==> src/rtl/riscv_ctrl_pkg.sv <==
// Shared definitions for the multicycle RISC-V control unit and its ALU.
// Holds the FSM state type, the ALUOp classes, the opcode constants and the
// 3-bit ALU control codes (also consumed by the ALU itself).
package riscv_ctrl_pkg;

  typedef enum logic [3:0] {
    S_FETCH,
    S_DECODE,
    S_MEMADR,
    S_MEMREAD,
    S_MEMWB,
    S_MEMWRITE,
    S_EXECR,
    S_EXECI,
    S_ALUWB,
    S_BEQ,
    S_JAL
  } state_t;

  typedef enum logic [1:0] {
    ALUOP_ADD,
    ALUOP_SUB,
    ALUOP_FUNCT
  } aluop_t;

  localparam logic [6:0] OP_LW    = 7'b0000011;
  localparam logic [6:0] OP_SW    = 7'b0100011;
  localparam logic [6:0] OP_RTYPE = 7'b0110011;
  localparam logic [6:0] OP_ITYPE = 7'b0010011;
  localparam logic [6:0] OP_BEQ   = 7'b1100011;
  localparam logic [6:0] OP_JAL   = 7'b1101111;

  localparam logic [2:0] ALU_ADD = 3'b000;
  localparam logic [2:0] ALU_SUB = 3'b001;
  localparam logic [2:0] ALU_AND = 3'b010;
  localparam logic [2:0] ALU_OR  = 3'b011;
  localparam logic [2:0] ALU_SLT = 3'b101;

  localparam logic [1:0] RES_ALUOUT    = 2'b00;
  localparam logic [1:0] RES_DATA      = 2'b01;
  localparam logic [1:0] RES_ALURESULT = 2'b10;

  localparam logic [1:0] SRCA_PC    = 2'b00;
  localparam logic [1:0] SRCA_OLDPC = 2'b01;
  localparam logic [1:0] SRCA_RD1   = 2'b10;

  localparam logic [1:0] SRCB_RD2  = 2'b00;
  localparam logic [1:0] SRCB_IMM  = 2'b01;
  localparam logic [1:0] SRCB_FOUR = 2'b10;

  localparam logic [1:0] IMM_I = 2'b00;
  localparam logic [1:0] IMM_S = 2'b01;
  localparam logic [1:0] IMM_B = 2'b10;
  localparam logic [1:0] IMM_J = 2'b11;

endpackage

==> src/rtl/alu_dec.sv <==
// ALU decoder: maps the FSM's ALUOp class plus the instruction funct fields
// to the 3-bit ALU control code.
//   aluop         in  ALUOp class (add / sub / funct)
//   funct3        in  instr[14:12]
//   op5           in  instr[5], distinguishes R-type from I-type
//   funct7b5      in  instr[30]
//   alu_control   out ALU operation code
//   illegal_funct out funct3 not supported (only meaningful for ALUOP_FUNCT)
module alu_dec
  import riscv_ctrl_pkg::*;
(
  input  aluop_t      aluop,
  input  logic [2:0]  funct3,
  input  logic        op5,
  input  logic        funct7b5,
  output logic [2:0]  alu_control,
  output logic        illegal_funct
);

  always_comb begin
    alu_control   = ALU_ADD;
    illegal_funct = 1'b0;
    case (aluop)
      ALUOP_SUB:   alu_control = ALU_SUB;
      ALUOP_FUNCT: begin
        case (funct3)
          // funct7b5 only selects sub for R-type; addi ignores it
          3'b000:  alu_control = (op5 & funct7b5) ? ALU_SUB : ALU_ADD;
          3'b010:  alu_control = ALU_SLT;
          3'b110:  alu_control = ALU_OR;
          3'b111:  alu_control = ALU_AND;
          default: illegal_funct = 1'b1;
        endcase
      end
      default:     alu_control = ALU_ADD;
    endcase
  end

endmodule

==> src/rtl/mc_controller.sv <==
// Multicycle RISC-V control unit (Moore FSM) driving the ALU operand muxes,
// ALU control code and the PC/IR/register-file/memory write gates.
//   clk, rst_n   clock (rising edge), async active-low reset
//   op, funct3, funct7b5  instruction fields from IR
//   zero         ALU result is zero (branch condition)
//   mem_ready    memory access completes this cycle
//   pc_write, ir_write, mem_write, reg_write  write enables
//   adr_src, result_src, alu_src_a, alu_src_b, imm_src  datapath selects
//   alu_control  ALU operation code
//   illegal      one-cycle pulse on unsupported op/funct
module mc_controller
  import riscv_ctrl_pkg::*;
#(
  parameter bit HAS_MEM_READY = 1'b1
) (
  input  logic       clk,
  input  logic       rst_n,
  input  logic [6:0] op,
  input  logic [2:0] funct3,
  input  logic       funct7b5,
  input  logic       zero,
  input  logic       mem_ready,
  output logic       pc_write,
  output logic       adr_src,
  output logic       mem_write,
  output logic       ir_write,
  output logic [1:0] result_src,
  output logic [1:0] alu_src_a,
  output logic [1:0] alu_src_b,
  output logic [1:0] imm_src,
  output logic       reg_write,
  output logic [2:0] alu_control,
  output logic       illegal
);

  state_t state, state_n;
  aluop_t aluop;
  logic   mr;
  logic   pc_update, branch, ir_w, mem_w, reg_w, illegal_op, illegal_funct;

  assign mr = HAS_MEM_READY ? mem_ready : 1'b1;

  always_ff @(posedge clk or negedge rst_n) begin
    if (!rst_n) state <= S_FETCH;
    else        state <= state_n;
  end

  always_comb begin
    state_n    = state;
    aluop      = ALUOP_ADD;
    adr_src    = 1'b0;
    result_src = RES_ALUOUT;
    alu_src_a  = SRCA_PC;
    alu_src_b  = SRCB_RD2;
    pc_update  = 1'b0;
    branch     = 1'b0;
    ir_w       = 1'b0;
    mem_w      = 1'b0;
    reg_w      = 1'b0;
    illegal_op = 1'b0;
    case (state)
      S_FETCH: begin
        result_src = RES_ALURESULT;
        alu_src_b  = SRCB_FOUR;
        ir_w       = mr;
        pc_update  = mr;
        if (mr) state_n = S_DECODE;
      end
      S_DECODE: begin
        alu_src_a = SRCA_OLDPC;
        alu_src_b = SRCB_IMM;
        case (op)
          OP_LW, OP_SW: state_n = S_MEMADR;
          OP_RTYPE:     state_n = S_EXECR;
          OP_ITYPE:     state_n = S_EXECI;
          OP_BEQ:       state_n = S_BEQ;
          OP_JAL:       state_n = S_JAL;
          default: begin
            state_n    = S_FETCH;
            illegal_op = 1'b1;
          end
        endcase
      end
      S_MEMADR: begin
        alu_src_a = SRCA_RD1;
        alu_src_b = SRCB_IMM;
        state_n   = (op == OP_LW) ? S_MEMREAD : S_MEMWRITE;
      end
      S_MEMREAD: begin
        adr_src = 1'b1;
        if (mr) state_n = S_MEMWB;
      end
      S_MEMWB: begin
        result_src = RES_DATA;
        reg_w      = 1'b1;
        state_n    = S_FETCH;
      end
      S_MEMWRITE: begin
        adr_src = 1'b1;
        mem_w   = 1'b1;
        if (mr) state_n = S_FETCH;
      end
      S_EXECR: begin
        alu_src_a = SRCA_RD1;
        alu_src_b = SRCB_RD2;
        aluop     = ALUOP_FUNCT;
        state_n   = S_ALUWB;
      end
      S_EXECI: begin
        alu_src_a = SRCA_RD1;
        alu_src_b = SRCB_IMM;
        aluop     = ALUOP_FUNCT;
        state_n   = S_ALUWB;
      end
      S_ALUWB: begin
        reg_w   = 1'b1;
        state_n = S_FETCH;
      end
      S_BEQ: begin
        alu_src_a = SRCA_RD1;
        alu_src_b = SRCB_RD2;
        aluop     = ALUOP_SUB;
        branch    = 1'b1;
        state_n   = S_FETCH;
      end
      S_JAL: begin
        alu_src_a = SRCA_OLDPC;
        alu_src_b = SRCB_FOUR;
        pc_update = 1'b1;
        state_n   = S_ALUWB;
      end
      default: state_n = S_FETCH;
    endcase
  end

  alu_dec u_alu_dec (
    .aluop         (aluop),
    .funct3        (funct3),
    .op5           (op[5]),
    .funct7b5      (funct7b5),
    .alu_control   (alu_control),
    .illegal_funct (illegal_funct)
  );

  always_comb begin
    case (op)
      OP_SW:   imm_src = IMM_S;
      OP_BEQ:  imm_src = IMM_B;
      OP_JAL:  imm_src = IMM_J;
      default: imm_src = IMM_I;
    endcase
  end

  // Enables are qualified by rst_n so they drop the instant reset asserts,
  // independent of the state register's async clear.
  assign pc_write  = rst_n & (pc_update | (branch & zero));
  assign ir_write  = rst_n & ir_w;
  assign mem_write = rst_n & mem_w;
  assign reg_write = rst_n & reg_w;
  assign illegal   = rst_n & (illegal_op |
                     (((state == S_EXECR) || (state == S_EXECI)) & illegal_funct));

endmodule
==> config.mk <==
export PLATFORM = sky130hd
export DESIGN_NAME = mc_controller
export DESIGN_NICKNAME = d
export VERILOG_FILES = /design/src/rtl/riscv_ctrl_pkg.sv /design/src/rtl/alu_dec.sv /design/src/rtl/mc_controller.sv
export SDC_FILE = /design/constraint.sdc
export NUM_CORES = 1
export LEC_CHECK = 0
export BUFFER_PORTS_ARGS = -buffer_cell sky130_fd_sc_hd__buf_2
export CAP_MARGIN = 20
export CORE_AREA = 5 5 57 59
export CTS_BUF_LIST = sky130_fd_sc_hd__clkbuf_8
export DETAILED_ROUTE_END_ITERATION = 6
export DIE_AREA = 0 0 62 64
export SETUP_SLACK_MARGIN = 0.4
export SYNTH_ARGS = -nofsm -noshare
export SYNTH_HDL_FRONTEND = slang
export SYNTH_HIERARCHICAL = 1
export SYNTH_SLANG_ARGS = --single-unit
==> constraint.sdc <==
create_clock -name clk -period 2.7 [get_ports clk]
set_input_delay 0.54 -clock clk [delete_from_list [all_inputs] [get_ports clk]]
set_output_delay 0.54 -clock clk [all_outputs]
set_load 0.005 [all_outputs]
After elaboration in Yosys (flattened, before gate mapping)
Cells that the tools add are included.
{"block": "totals", "in_bits": 15, "register_bits": 4, "word_cells": 74, "output_inout_bits": 17}
{"block": "classes", "muxes": 24, "bitwise": 10, "eq_ne": 24, "n_reduce_logical": 15}
{"op": "$pmux W4 S6", "count": 1}
{"op": "$pmux W4 S5", "count": 1}
{"op": "$eq A4 B3 Y1 const B", "count": 4}
{"op": "$pmux W2 S2", "count": 4}
{"op": "$eq A7 B6 Y1 const B", "count": 2}
{"op": "$eq A7 B7 Y1 const B", "count": 2}
{"op": "$eq A4 B4 Y1 const B", "count": 3}
{"op": "$mux W4", "count": 3}
{"op": "$pmux W3 S4", "count": 1}
{"op": "$reduce_or A2 Y1", "count": 6}
{"op": "$mux W1", "count": 10}
{"op": "$and A1 B1 Y1", "count": 8}
{"op": "$eq A4 B2 Y1 const B", "count": 2}
{"op": "$reduce_or A4 Y1", "count": 2}
{"op": "$eq A7 B2 Y1 const B", "count": 1}
{"op": "$eq A7 B5 Y1 const B", "count": 1}
{"op": "$eq A3 B3 Y1 const B", "count": 2}
{"op": "$ne A2 B2 Y1 const B", "count": 3}
{"op": "$pmux W2 S3", "count": 1}
{"op": "$pmux W3 S2", "count": 1}
{"op": "$reduce_or A3 Y1", "count": 2}
{"op": "$reduce_or A6 Y1", "count": 1}
{"op": "$eq A4 B1 Y1 const B", "count": 1}
{"op": "$logic_not A4 Y1", "count": 1}
{"op": "9 further kinds", "count": 10}

Longest topological paths before layout
{"block": "logic_depth", "depth_word": 8, "ltp_mapped": 8, "mapped_depth_nobuf": 7}

Modules after synthesis
The synthesis kept the hierarchy.
{"module": "mc_controller", "cells_per_inst": 74, "seq_area_each_um2": 100.1, "n_inst": 1, "area_each_um2": 521.8}
{"module": "alu_dec", "cells_per_inst": 15, "seq_area_each_um2": 0.0, "n_inst": 1, "area_each_um2": 112.6}

Least setup slack after synthesis
OpenSTA, ideal clock, no wires.
{"block": "synth_path", "path_kind": "register to output", "start": "register state[1]", "end": "output port alu_control[2]", "path_buffers": 1, "t_arrival_ns": 1.519, "required_ns": 2.160, "path_slack_ns": 0.641, "path_stages_with_launch": 7, "cell_sequence": "dfrtp_1 > and2b_1 > buf_4 > and3_1 > inv_1 > ha_1 > nor4_1"}
{"block": "synth_between", "elab_chain_len": 5, "elab_cells_between_ends": 8, "cone_classes": "eq/ne: 5; mux: 2; reduce/logical: 1"}
{"item": "from (decl)", "line_no": "mc_controller.sv:36", "source": "state_t state, state_n;"}
{"item": "from (signal assigned)", "line_no": "mc_controller.sv:45", "source": "else state <= state_n;"}
{"item": "$eq A4 B3 Y1", "line_no": "mc_controller.sv:61", "source": "case (state)"}
{"item": "$reduce_or A2 Y1 (no line)"}
{"item": "$pmux W2 S2 *", "line_no": "mc_controller.sv:61"}
{"item": "net aluop[0]", "line_no": "mc_controller.sv:37", "source": "aluop_t aluop;"}
{"item": "$eq A2 B2 Y1 / $eq A2 B1 Y1 (equally long branches)", "line_no": "alu_dec.sv:23", "source": "case (aluop)"}
{"item": "$pmux W3 S2 *", "line_no": "alu_dec.sv:23"}
{"item": "to (decl)", "line_no": "mc_controller.sv:32", "source": "output logic [2:0] alu_control,"}
Mark *: on every way through the listed nets, which the timed path passes. The rest lies on a longest branch.

Worst setup path in the final report
{"block": "layout_path", "start": "register state[1]", "end": "output port alu_control[0]"}
Same word-level chain as after synthesis.

==> results by group <==
Clock tree
  • Clock Path Buffers: 2
  • Clk pin slew, worst setup/hold paths: about 0.03 ns
  • Root Buffer: clkbuf_8
  • CTS tree: done
  • # hold bufs at CTS: 0
  • Latest clock arrival within the worst-skew pair: about 0.21 ns
  • CTS buffer count: 3
  • Clock sink count: 4
  • CTS H-tree depth: 1

GRT
  • GR Util All Layers: 0.105
  • Vias in the first global route: roughly 760
  • Global-route wire length before repair: about 3.3 mm
  • Total grt overflow: 0
  • GRT met1 Usage: 0.123
  • GRT busiest layer: met2
  • M3 GR Usage: 0.00604
  • Initial antenna violation count: 0
  • GR met2 Demand/Resource: 0.184
  • Largest net degree at the start of global routing: 17

Synthesis
  • Post-synth cell types: 39
  • Syn_nets: ~110
  • Syn Area/Cell: between 7 and 8 um^2
  • Number of synthesized flops with an enable pin: 0
  • Top-area cell type share of the netlist area: 0.158
  • Post-Synthesis Cells: between 80 and 90
  • Ys async rst share: 1.00
  • Synth warn: 6
  • Synth area leaders: dfrtp_1 16%, nand2_1 4.7%, nor2_1 4.7%
  • Leading area contributor after synthesis: dfrtp_1
  • Post-synth top flop: dfrtp_1
  • Synthesized flop and latch total: 4
  • Seq/Total Area, Yosys: 0.158
  • Commonest cells post-synth: 8 x nand2_1, 8 x nor2_1, 5 x a21oi_1, 5 x inv_1, 5 x nor3_1
  • Post-Syn Area: around 630 um^2

Pwr
  • Internal: between 150 and 200 uW
  • Switch share: 0.272
  • Peak supply drop: ~0.2 mV
  • Power share of the combinational group: 0.313
  • Leak: approximately 0.44 nW
  • Pwr dens: approximately 290 mW/mm^2
  • Sequential power share: 0.235
  • P_sw: about 74 uW
  • Clock share of power: 0.452

Detailed routing
  • Final WL: slightly above 2 mm
  • Wire per inst: ~13 um
  • DRC Markers: 0
  • Via count: between 800 and 900
  • Post-route ant nets: 0
  • Drt initial violations: 31
  • First-pass DRT Iterations: 4
  • DR vias/cell: around 5.3

Die
  • Die area: 0.00397 mm^2
  • Initial Utilization: 0.238
  • Die Height: 64 um
  • Core Box Area: 0.00266 mm^2
  • # rows: 19
  • Die Width: a little over 60 um
  • I/O pins: 32

Place
  • PortBufs: 31
  • Dpl cells: 149
  • Gpl congestion: around 0.84
  • DPL Wire Length: about 1.6 mm

Status
  • Status: complete, no violations

Timing
  • Relative slew slack: 0.765
  • # setup viols final: 0
  • Clock Skews: ~0.00042 ns
  • FMAX: between 400 and 500 MHz
  • Slew Viols, Final: 0
  • Setup TNS: 0 ns
  • Post-layout min period: ~2.2 ns
  • RSZ-0062 raised after global routing: true
  • Worst-Margin Slew: approximately 0.35 ns
  • Final Hold Viols: 0
  • Period utilization: 0.818

Cells and area
  • Multi-input gate area: 509 um^2
  • Layout cells sized above 1: 0.452
  • P&R area growth vs syn: 49.5%
  • Non-filler cells, final: between 150 and 200
  • Max FFs per register: 4
  • Nets@finish: 145
  • N_diodes: 0
  • Largest Register: state
  • Top flop regs: state (4)
  • Filler cell count: a little under 300
  • Seq. cell area: around 100 um^2

Critical path
  • Critical path's slowest cell: dfrtp_1
  • Reg2reg end: state[0]
  • RR Startpoint: state[2]
  • Crit-path cells: and2b_2 > and3_4 > inv_2 > ha_2 > nand2b_1 > a221oi_2 > buf_2
  • Largest stage delay, worst path: 0.34 ns
  • Worst R2R Setup Slack: roughly 1.2 ns
  • Startpoint class of the critical path: flop
  • CP max FO: 4
  • Worst setup path start: state[1]
  • R2R cell count: 5
  • Crit path capture type: primary output
  • CP required: 2.16 ns
  • CP arrival: between 1.5 and 2 ns
  • Kind of critical path: reg2out
  • Delay-heaviest family, CP: simple AND/OR/NAND/NOR gates
  • Worst path bufs/invs: 2

Hold path
  • Hold crit path type: in2async

Flow run
  • Max Cap Viol: 0
worst max path at each step:
stage                      to  slack, ns  cells past startpoint
4_1_cts        alu_control[2]       0.39                      6
5_1_grt        alu_control[0]       0.39                      7
2_1_floorplan  alu_control[2]       0.64                      6
3_3_place_gp   alu_control[2]       0.53                      6
3_5_place_dp   alu_control[2]       0.49                      6
6_report       alu_control[0]       0.49                      7
per-stage QoR:
stage	area [um^2]	hold slack, ns	setup WS [ns]	total power [mW]	util
floorplan	634	0.244	0.641	0.108	-
global placement	823	0.395	0.528	0.140	0.309
detailed placement	823	0.393	0.491	0.143	0.309
CTS	880	0.167	0.386	0.271	0.330
global route	948	0.176	0.389	0.287	0.356
finish	948	0.169	0.491	0.271	0.356
placed cells by master, fill, tap and decap left out, types with 2 or more instances in the layout:
master,instances
clkbuf_8,3
and3_1,3
buf_2,31
dfrtp_1,2
o21ai_0,3
nor2_1,7
nand3b_1,2
xnor2_1,2
inv_1,4
dfrtp_2,2
nor4_1,2
a21oi_1,5
or3_1,2
nand2b_1,2
nand2_1,8
nand3_1,3
buf_4,6
or2b_1,2
nor3_1,5
xor2_1,2
routing by layer:
metal  vias up  routed length, um
met2        22               1110
met3         6                104
met5         -                  0
li1        400                  -
met4         0                 46
met1       403                816
logic make-up after synthesis:
kind of cell,count (synthesis),synth area share
simple gates,46,0.396
compound gates,22,0.272
buf+inv,11,0.0789
xor+xnor,4,0.0552
flops,4,0.158
fa+ha+maj,2,0.0394
cell type report:
type | count | area share
multi-input cells | 74 | 0.537
repair buffers | 39 | 0.244
flip-flops and latches | 4 | 0.108
clock buffers | 3 | 0.0435
well taps | 31 | 0.0409
inverters | 6 | 0.0264
power groups by stage:
| stage | logic, mW | clock network [mW] | registers (mW) |
|---|---|---|---|
| after global routing | 0.0938 | 0.129 | 0.0639 |
| after detailed placement | 0.0781 | 0 | 0.0644 |
| after global placement | 0.0756 | 0 | 0.0644 |
| after CTS | 0.0809 | 0.126 | 0.0639 |
| after floorplan | 0.0431 | 0 | 0.0651 |
| final | 0.0847 | 0.122 | 0.0637 |
what timing repair did:
action	CTS	global route
pin swaps	0	1
setup buffers	1	4
gates resized for setup	4	8
setup endpoints to repair	4	4
Note: power is estimated with default switching activity, not from simulation.
